===== src/rtl/regfile_pkg.sv =====
// Shared constants and FSM encoding for the parametrised register file.
package regfile_pkg;

  localparam int DEF_DATA_W   = 64;
  localparam int DEF_ADDR_W   = 5;
  localparam int DEF_ZERO_IDX = 31;

  // Clear sequencer states: sweeping the array, or normal operation.
  typedef enum logic {
    ST_CLEAR = 1'b0,
    ST_RUN   = 1'b1
  } rf_state_e;

endpackage : regfile_pkg


===== src/rtl/regfile_clear_seq.sv =====
// Clear sequencer: owns the CLEAR/RUN state, sweep index, ready flag and
// the dropped-write pulse. Drives the clear port of the array write mux.
module regfile_clear_seq
  import regfile_pkg::*;
#(
  parameter int ADDR_W = DEF_ADDR_W
) (
  input  logic              clk,
  input  logic              rst_n,
  input  logic              clear_req,
  input  logic              wr_req,
  output logic              clr_we,
  output logic [ADDR_W-1:0] clr_addr,
  output logic              run,
  output logic              ready,
  output logic              wr_dropped
);

  // Last index of the sweep; the counter is ADDR_W bits so it wraps after it.
  localparam logic [ADDR_W-1:0] LAST_IDX = '1;

  rf_state_e         state_q, state_d;
  logic [ADDR_W-1:0] clr_idx_q, clr_idx_d;
  logic              ready_q, ready_d;
  logic              wr_dropped_q, wr_dropped_d;

  // Next-state logic: advance the sweep, restart it on request, and flag any
  // user write that cannot be honoured (sweeping, or clear wins over write).
  always_comb begin
    state_d      = state_q;
    clr_idx_d    = clr_idx_q;
    ready_d      = ready_q;
    wr_dropped_d = 1'b0;
    case (state_q)
      ST_CLEAR: begin
        wr_dropped_d = wr_req;
        if (clear_req) begin
          clr_idx_d = '0;
        end else begin
          clr_idx_d = clr_idx_q + 1'b1;
          if (clr_idx_q == LAST_IDX) begin
            state_d = ST_RUN;
            ready_d = 1'b1;
          end
        end
      end
      ST_RUN: begin
        if (clear_req) begin
          state_d      = ST_CLEAR;
          clr_idx_d    = '0;
          ready_d      = 1'b0;
          wr_dropped_d = wr_req;
        end
      end
      default: begin
        state_d   = ST_CLEAR;
        clr_idx_d = '0;
        ready_d   = 1'b0;
      end
    endcase
  end

  // State, sweep index and registered outputs; reset starts a fresh sweep.
  always_ff @(posedge clk or negedge rst_n) begin
    if (!rst_n) begin
      state_q      <= ST_CLEAR;
      clr_idx_q    <= '0;
      ready_q      <= 1'b0;
      wr_dropped_q <= 1'b0;
    end else begin
      state_q      <= state_d;
      clr_idx_q    <= clr_idx_d;
      ready_q      <= ready_d;
      wr_dropped_q <= wr_dropped_d;
    end
  end

  assign clr_we     = (state_q == ST_CLEAR);
  assign clr_addr   = clr_idx_q;
  assign run        = (state_q == ST_RUN);
  assign ready      = ready_q;
  assign wr_dropped = wr_dropped_q;

endmodule : regfile_clear_seq


===== src/rtl/regfile_param_clr.sv =====
// Parametrised register file: two combinational read ports, one synchronous
// write port, optional hard-zero entry, optional write->read bypass and a
// hardware clear sweep after reset or on request.
module regfile_param_clr
  import regfile_pkg::*;
#(
  parameter int DATA_W    = DEF_DATA_W,
  parameter int ADDR_W    = DEF_ADDR_W,
  parameter int ZERO_EN   = 1,
  parameter int ZERO_IDX  = DEF_ZERO_IDX,
  parameter int BYPASS_EN = 1
) (
  input  logic              clk,
  input  logic              rst_n,
  input  logic [ADDR_W-1:0] Rn,
  input  logic [ADDR_W-1:0] Rm,
  input  logic [ADDR_W-1:0] Rd,
  input  logic [DATA_W-1:0] dataWrite,
  input  logic              regWR,
  input  logic              clearReq,
  output logic [DATA_W-1:0] dataRn,
  output logic [DATA_W-1:0] dataRm,
  output logic              ready,
  output logic              wrDropped
);

  localparam int                DEPTH   = 1 << ADDR_W;
  localparam logic [ADDR_W-1:0] ZERO_A  = ADDR_W'(ZERO_IDX);
  localparam bit                ZERO_ON = (ZERO_EN != 0);
  localparam bit                BYP_ON  = (BYPASS_EN != 0);

  logic [DATA_W-1:0] mem [DEPTH];

  logic              clr_we;
  logic [ADDR_W-1:0] clr_addr;
  logic              run;
  logic              user_we;
  logic              wr_live;

  regfile_clear_seq #(
    .ADDR_W (ADDR_W)
  ) u_clear_seq (
    .clk        (clk),
    .rst_n      (rst_n),
    .clear_req  (clearReq),
    .wr_req     (regWR),
    .clr_we     (clr_we),
    .clr_addr   (clr_addr),
    .run        (run),
    .ready      (ready),
    .wr_dropped (wrDropped)
  );

  // A write is live when it will actually be applied this edge (RUN, no clear).
  // The hard-zero entry swallows writes silently: no storage update, no drop flag.
  always_comb begin
    wr_live = run && regWR && !clearReq;
    user_we = wr_live && !(ZERO_ON && (Rd == ZERO_A));
  end

  // Array write mux: the clear sweep owns the port while it runs.
  always_ff @(posedge clk) begin
    if (clr_we) begin
      mem[clr_addr] <= '0;
    end else if (user_we) begin
      mem[Rd] <= dataWrite;
    end
  end

  // Per-port read selection: zero while sweeping, then hard-zero, bypass, array.
  function automatic logic [DATA_W-1:0] read_sel(input logic [ADDR_W-1:0] addr);
    logic [DATA_W-1:0] val;
    val = '0;
    if (!run) begin
      val = '0;
    end else if (ZERO_ON && (addr == ZERO_A)) begin
      val = '0;
    end else if (BYP_ON && wr_live && (Rd == addr)) begin
      val = dataWrite;
    end else begin
      val = mem[addr];
    end
    return val;
  endfunction

  // Both read ports share the same selection so equal addresses give equal data.
  always_comb begin
    dataRn = read_sel(Rn);
    dataRm = read_sel(Rm);
  end

endmodule : regfile_param_clr

===== config.mk =====
export PLATFORM = sky130hd
export DESIGN_NAME = regfile_param_clr
export DESIGN_NICKNAME = d
export VERILOG_FILES = /design/src/rtl/regfile_pkg.sv /design/src/rtl/regfile_clear_seq.sv /design/src/rtl/regfile_param_clr.sv
export SDC_FILE = /design/constraint.sdc
export NUM_CORES = 2
export LEC_CHECK = 0
export BUFFER_PORTS_ARGS = -buffer_cell sky130_fd_sc_hd__buf_2
export CORE_ASPECT_RATIO = 0.75
export CORE_MARGIN = 5
export CORE_UTILIZATION = 57
export CTS_CLUSTER_SIZE = 14
export DETAILED_ROUTE_END_ITERATION = 7
export PLACE_DENSITY = 0.73
export SETUP_SLACK_MARGIN = 0.4
export SKIP_CTS_REPAIR_TIMING = 1
export SKIP_LAST_GASP = 1
export SLEW_MARGIN = 20
export SYNTH_ARGS = -nofsm -noshare
export SYNTH_HDL_FRONTEND = slang
export SYNTH_SLANG_ARGS = --single-unit

===== constraint.sdc =====
create_clock -name clk -period 4.27 [get_ports clk]
set_input_delay 1.0675 -clock clk [delete_from_list [all_inputs] [get_ports clk]]
set_output_delay 1.0675 -clock clk [all_outputs]
set_load 0.01 [all_outputs]

### Word level (Yosys, flattened, before mapping)

Memory sizes are Yosys's and may differ from the RTL's.
Cells that the tools add are included.

| storage, ports and cells | value |
|---|---|
| output and inout port bits | 130 |
| RAM bits | 2048 |
| memories | 1 |
| word-level logic and storage cells | 51 |
| flip-flop bits (word level) | 8 |
| input bits | 83 |

| operators by class | value |
|---|---|
| eq/ne operators | 9 |
| bitwise logic cells | 1 |
| $add $sub $neg | 1 |
| muxes and demuxes | 26 |
| reduce and logical (&&, ||, !) cells | 9 |

Memories:

| memory | words | width | read ports | clocked after memory_dff | write ports | line | RTL |
|---|---|---|---|---|---|---|---|
| mem | 32 | 64 | 2 | 0 | 1 | regfile_param_clr.sv:32 | `logic [DATA_W-1:0] mem [DEPTH];` |

Operator list:

| operator | number |
|---|---|
| $mux W64 | 7 |
| $reduce_or A64 Y1 | 1 |
| $eq A5 B5 Y1 const B | 4 |
| $mux W5 | 3 |
| $mux W1 | 12 |
| $eq A5 B5 Y1 | 2 |
| $pmux W5 S2 | 1 |
| $pmux W1 S2 | 3 |
| $add A5 B1 Y5 const B | 1 |
| $logic_and A1 B1 Y1 | 5 |
| $ne A2 B2 Y1 const B | 2 |
| $reduce_and A3 Y1 | 1 |
| $logic_not A1 Y1 | 2 |
| $ne A2 B1 Y1 const B | 1 |
| $not A1 Y1 | 1 |

### Logic depth before layout (Yosys ltp)

| depth | value |
|---|---|
| depth after elaboration | 8 |
| depth in mapped cells | 9 |
| depth with buffers taken out | 5 |

### Hierarchy

From an unflattened synthesis, not the netlist that was laid out.

| unflattened totals | value |
|---|---|
| cells, all modules | 5182 |
| area, all modules | 95771.9 µm² |

Modules (own cells, without submodules):

| module | seq. area each (µm²) | area an instance (µm²) | cells an instance | times used |
|---|---|---|---|---|
| regfile_param_clr | 61499.0 | 95395.2 | 5151 | 1 |
| regfile_clear_seq | 200.2 | 376.6 | 31 | 1 |

### Worst setup path after synthesis

No wires, ideal clock.

| timing | value |
|---|---|
| path type | input to register |
| start | input Rd[2] |
| end | memory mem[12][0] (netlist bit) (enable) |
| setup slack | -1154 ps |
| data arrival time | 4938 ps |
| library setup time | 486 ps |
| path buffers | 1 |
| required time | 3784 ps |
| cell stages on the path | 6 |
| cells stage by stage | clkbuf_1 > nand3_1 > o21ba_2 > mux2i_1 > or2_2 > nor2_1 |

| between the ends | value |
|---|---|
| cells in the longest elaborated chain, start to end | 8 |
| elaborated cells between the ends (all ways) | 9 |
| those cells by class | 1 x eq/ne; 5 x mux; 3 x reduce/logical |

RTL lines:

| what | line | RTL |
|---|---|---|
| from (decl) | regfile_param_clr.sv:17 | `input logic [ADDR_W-1:0] Rd,` |
| $eq A5 B5 Y1 | regfile_param_clr.sv:58 | `user_we = wr_live && !(ZERO_ON && (Rd == ZERO_A));` |
| $logic_not A1 Y1 | regfile_param_clr.sv:58 |  |
| $logic_and A1 B1 Y1 | regfile_param_clr.sv:58 |  |
| $mux W1 | regfile_param_clr.sv:65 | `end else if (user_we) begin` |
| $mux W1 | regfile_param_clr.sv:63 | `if (clr_we) begin` |
| $mux W1 (implied by the code) | regfile_param_clr.sv:66 | `mem[Rd] <= dataWrite;` |
| $reduce_or A64 Y1 (no line) | -- |  |
| $mux W5 (no line) or $mux W1 (tied branches) | -- |  |
| to (decl) | regfile_param_clr.sv:32 |  |

Parallel ways exist; a longest one is shown, timed or not.

### Worst setup path in the final report

| timing | value |
|---|---|
| start | input Rm[0] |
| end | output dataRm[57] |

| between the ends | value |
|---|---|
| cells in the longest elaborated chain, start to end | 5 |
| elaborated cells between the ends (all ways) | 7 |
| those cells by class | 2 x eq/ne; 3 x mux; 1 x reduce/logical; 1 x memory |

RTL lines:

| what | line | RTL |
|---|---|---|
| from (decl) | regfile_param_clr.sv:16 | `input logic [ADDR_W-1:0] Rm,` |
| branches (longest 3 deep; another with $mem_v2 Z32 W64) | -- |  |
| $mux W64 * | regfile_param_clr.sv:76 | `end else if (ZERO_ON && (addr == ZERO_A)) begin` |
| $mux W64 * | regfile_param_clr.sv:74 | `if (!run) begin` |
| to (decl) | regfile_param_clr.sv:22 | `output logic [DATA_W-1:0] dataRm,` |

Mark *: on every way between the ends.

==> flow_metrics.tcl <==
set metrics [dict create \
    status "finished with violations" \
    violations "negative setup slack" \
    clock_path_buffers 3 \
    worst_pin_slew_ns 1.045 \
    syn-cell-area_sq_mm 0.09544 \
    die_y_microns 364.4 \
    dpl_cell_area_sq_mm 0.1047 \
    r2r_slack_ns 1.12 \
    swShare_pct 22.71 \
    slew_violations 0 \
    clock.fmax_mhz 229.9 \
    io_buffers 212 \
    rsz0062_at_grt "true" \
    nets 5661 \
    hpwl_microns 178300 \
    worst_slack_ns -0.07950 \
    drc 0 \
    power_mw 43.10 \
    rr_worst_depth 7 \
    yosys.area.top_type "edfxtp_1" \
    io-pin-count 213 \
    fin_worst_skew_ns 0.03624 \
    firstDrtPassIters 8 \
    crit_fanout 8 \
    p_switching_mw 9.789 \
    syn_to_final_growth_pct 20.81 \
    fin_crit_sh_pct 101.9 \
    postSynthNetCount 4870 \
    pwr-share-clk_pct 40.1 \
    fill_cells 10080 \
    endpoint "dataRm[57]" \
    multi_input_area_sq_mm 0.03307 \
    ys_dominant_reg_cell "edfxtp_1" \
    grt_first_pass_wirelength_microns 431100 \
    cts.sinks 2056 \
    path_class "in2out" \
    initial_utilization_pct 57.13 \
    drt_iter0_drc 9666 \
    final_hold_viol_count 0 \
    grt_overflow_total 0 \
    internal-power_mw 33.31 \
    min_path_type "in2async" \
    clk_pin_slew_ns 0.06 \
    synth-async-reset-ratio_pct 0.3891 \
    layout_min_cycle_time_ns 4.350 \
    htree_levels 4 \
    tritoncts "built" \
    rr_endpoint "mem[28][2]$_DFFE_PP_" \
    seq_area_sq_mm 0.06170 \
    arrival_ns 3.28 \
    cp.required_ns 3.20 \
    p_seq_share_pct 51.5 \
    synth-edff-count 2048 \
    cp-startpoint "Rm[0]" \
    numCtsBuffers 196 \
    ir_drop_mv 0.4356 \
    yosysSeqAreaShare_pct 64.65 \
    insertion_delay_ns 0.85 \
    setup_viol 5 \
    p_per_area_mw_per_mm2 373.8 \
    synth_area_leaders "edfxtp_1 (64%), mux4_2 (23%), mux2i_1 (2.2%)" \
    grt_max_degree 86 \
    combPwrFrac_pct 8.4 \
    start_kind "primary input" \
    core-area_sq_mm 0.1670 \
    die_w_microns 482.5 \
    rows 130 \
    regToRegStartpoint "u_clear_seq.run$_DFF_PN0_" \
    ys_types 66 \
    slew_headroom_pct 30.03 \
    wl_microns 318300 \
    num_vias 60520 \
    synthTopCellsByCount "edfxtp_1 (2048), mux4_2 (958), a22oi_1 (226), mux2i_1 (210), clkbuf_1 (175)" \
    wl_per_cell_microns 39.82 \
    gp_congestion 0.8545 \
    critPathCaptureType "primary output" \
    ys_warn_count 0 \
    antenna_found_initial 15 \
    die-area_sq_mm 0.1758 \
    grt_util_all_layers_pct 34.67 \
    avgSynthCellArea_sq_um 19.95 \
    grt_pass1_vias 58710 \
    final_core_util_pct 69.02 \
    vias_per_cell 7.570 \
    cap_violations 0 \
    drive_gt1_share_pct 43.53 \
    fin_area_sq_mm 0.1153 \
    synthesis.instances 4785 \
    cts-root-buf "clkbuf_16" \
    synth.most_common_cell "edfxtp_1" \
    synth_top_area_share_pct 64.44 \
    ys_seq_elements 2056 \
    ant_nets 0 \
    p_leak_nw 41.33 \
]
kinds of logic after synthesis:
group                    after synthesis  synth area share [%]
AND/OR/NAND/NOR                      383                 2.054
buffers and inverters                423                 2.056
flip-flops                          2056                 64.65
AO/OA/AOI/OAI                        697                 5.779
multiplexers                        1212                 25.33
XOR/XNOR                              12                0.1101
adder cells (fa/ha/maj)                2               0.02622
worst min-delay path by stage:
stage,startpoint,endpoint,cells after the start
floorplan,u_clear_seq.clr_addr[0]$_DFFE_PN0P_,u_clear_seq.clr_addr[0]$_DFFE_PN0P_,2
detailed placement,u_clear_seq.clr_addr[0]$_DFFE_PN0P_,u_clear_seq.clr_addr[0]$_DFFE_PN0P_,2
global route,rst_n,u_clear_seq.clr_addr[4]$_DFFE_PN0P_,1
CTS,rst_n,u_clear_seq.wr_dropped$_DFF_PN0_,1
finish,rst_n,u_clear_seq.clr_addr[4]$_DFFE_PN0P_,1
global placement,u_clear_seq.clr_addr[0]$_DFFE_PN0P_,u_clear_seq.clr_addr[0]$_DFFE_PN0P_,2
sequential cells by signal, summed over array words and instances, names as in the netlist:
signal and flops:
mem 2048, u_clear_seq.wr_dropped 1, u_clear_seq.clr_addr 5, u_clear_seq.ready 1, u_clear_seq.run 1
cell usage in the layout, fill, tap and decap left out, types with 42 or more instances in the layout:
master | synthesis | layout
edfxtp_1 | 2048 | 2048
mux2i_1 | 210 | 205
nand2_1 | 119 | 116
buf_4 | 29 | 482
a221o_1 | 60 | 55
buf_12 | 0 | 191
clkbuf_16 | 0 | 235
a22oi_1 | 226 | 187
buf_6 | 10 | 61
buf_2 | 151 | 180
a211oi_1 | 158 | 121
nor2b_1 | 78 | 75
mux4_2 | 958 | 958
and2_1 | 65 | 64
buf_16 | 0 | 46
clkbuf_1 | 175 | 53
o22ai_1 | 45 | 42
area by class of cell:
| class | instances | area share [%] |
|---|---|---|
| Antenna cell | 12 | 0.02604 |
| Clock buffer | 252 | 4.472 |
| Clock inverter | 109 | 0.9517 |
| Inverter | 7 | 0.02604 |
| Multi-Input combinational cell | 2306 | 28.68 |
| Sequential cell | 2056 | 53.51 |
| Tap cell | 2244 | 2.435 |
| Timing Repair Buffer | 1009 | 9.897 |
per-layer routing:
metal / track usage [%] / wire (microns) / vias up
met2: 52.05 / 144100 / 5745
li1: - / - / 22670
met5: 0 / 36 / -
met1: 48.23 / 106700 / 31020
met3: 10.27 / 49950 / 1074
met4: 14.71 / 17580 / 6
power groups by stage:
| stage | combinational, mW | sequential [mW] | clock (mW) |
|---|---|---|---|
| floorplan | 1.85 | 22.6 | 0 |
| global placement | 3.11 | 22.6 | 0 |
| detailed placement | 3.14 | 22.6 | 0 |
| CTS | 3.15 | 22.2 | 17.3 |
| global route | 3.70 | 22.2 | 18.3 |
| finish | 3.62 | 22.2 | 17.3 |
through the flow:
| step | instances | setup WS [ns] | TNS [ns] | hold WS (ns) |
|---|---|---|---|---|
| after floorplan | 4785 | -0.1034 | -73.32 | 0.5281 |
| after global placement | 7397 | -0.1749 | -3.631 | 0.5423 |
| after detailed placement | 7397 | -0.1675 | -5.081 | 0.5605 |
| after CTS | 7758 | -0.2538 | -15.25 | 0.03924 |
| after global routing | 7990 | -0.04650 | -0.2333 | 0.05613 |
| final | 7995 | -0.07950 | -0.1157 | 0.07822 |
worst max-delay path: stages:
cell     delay [ns]
buf_16         0.15
buf_16         0.18
buf_12         0.15
buf_4          0.15
mux4_2         0.34
a22oi_1        0.12
and3_1         0.25
o31ai_1        0.58
buf_2          0.25
Note: power is estimated with default switching activity, not from simulation.
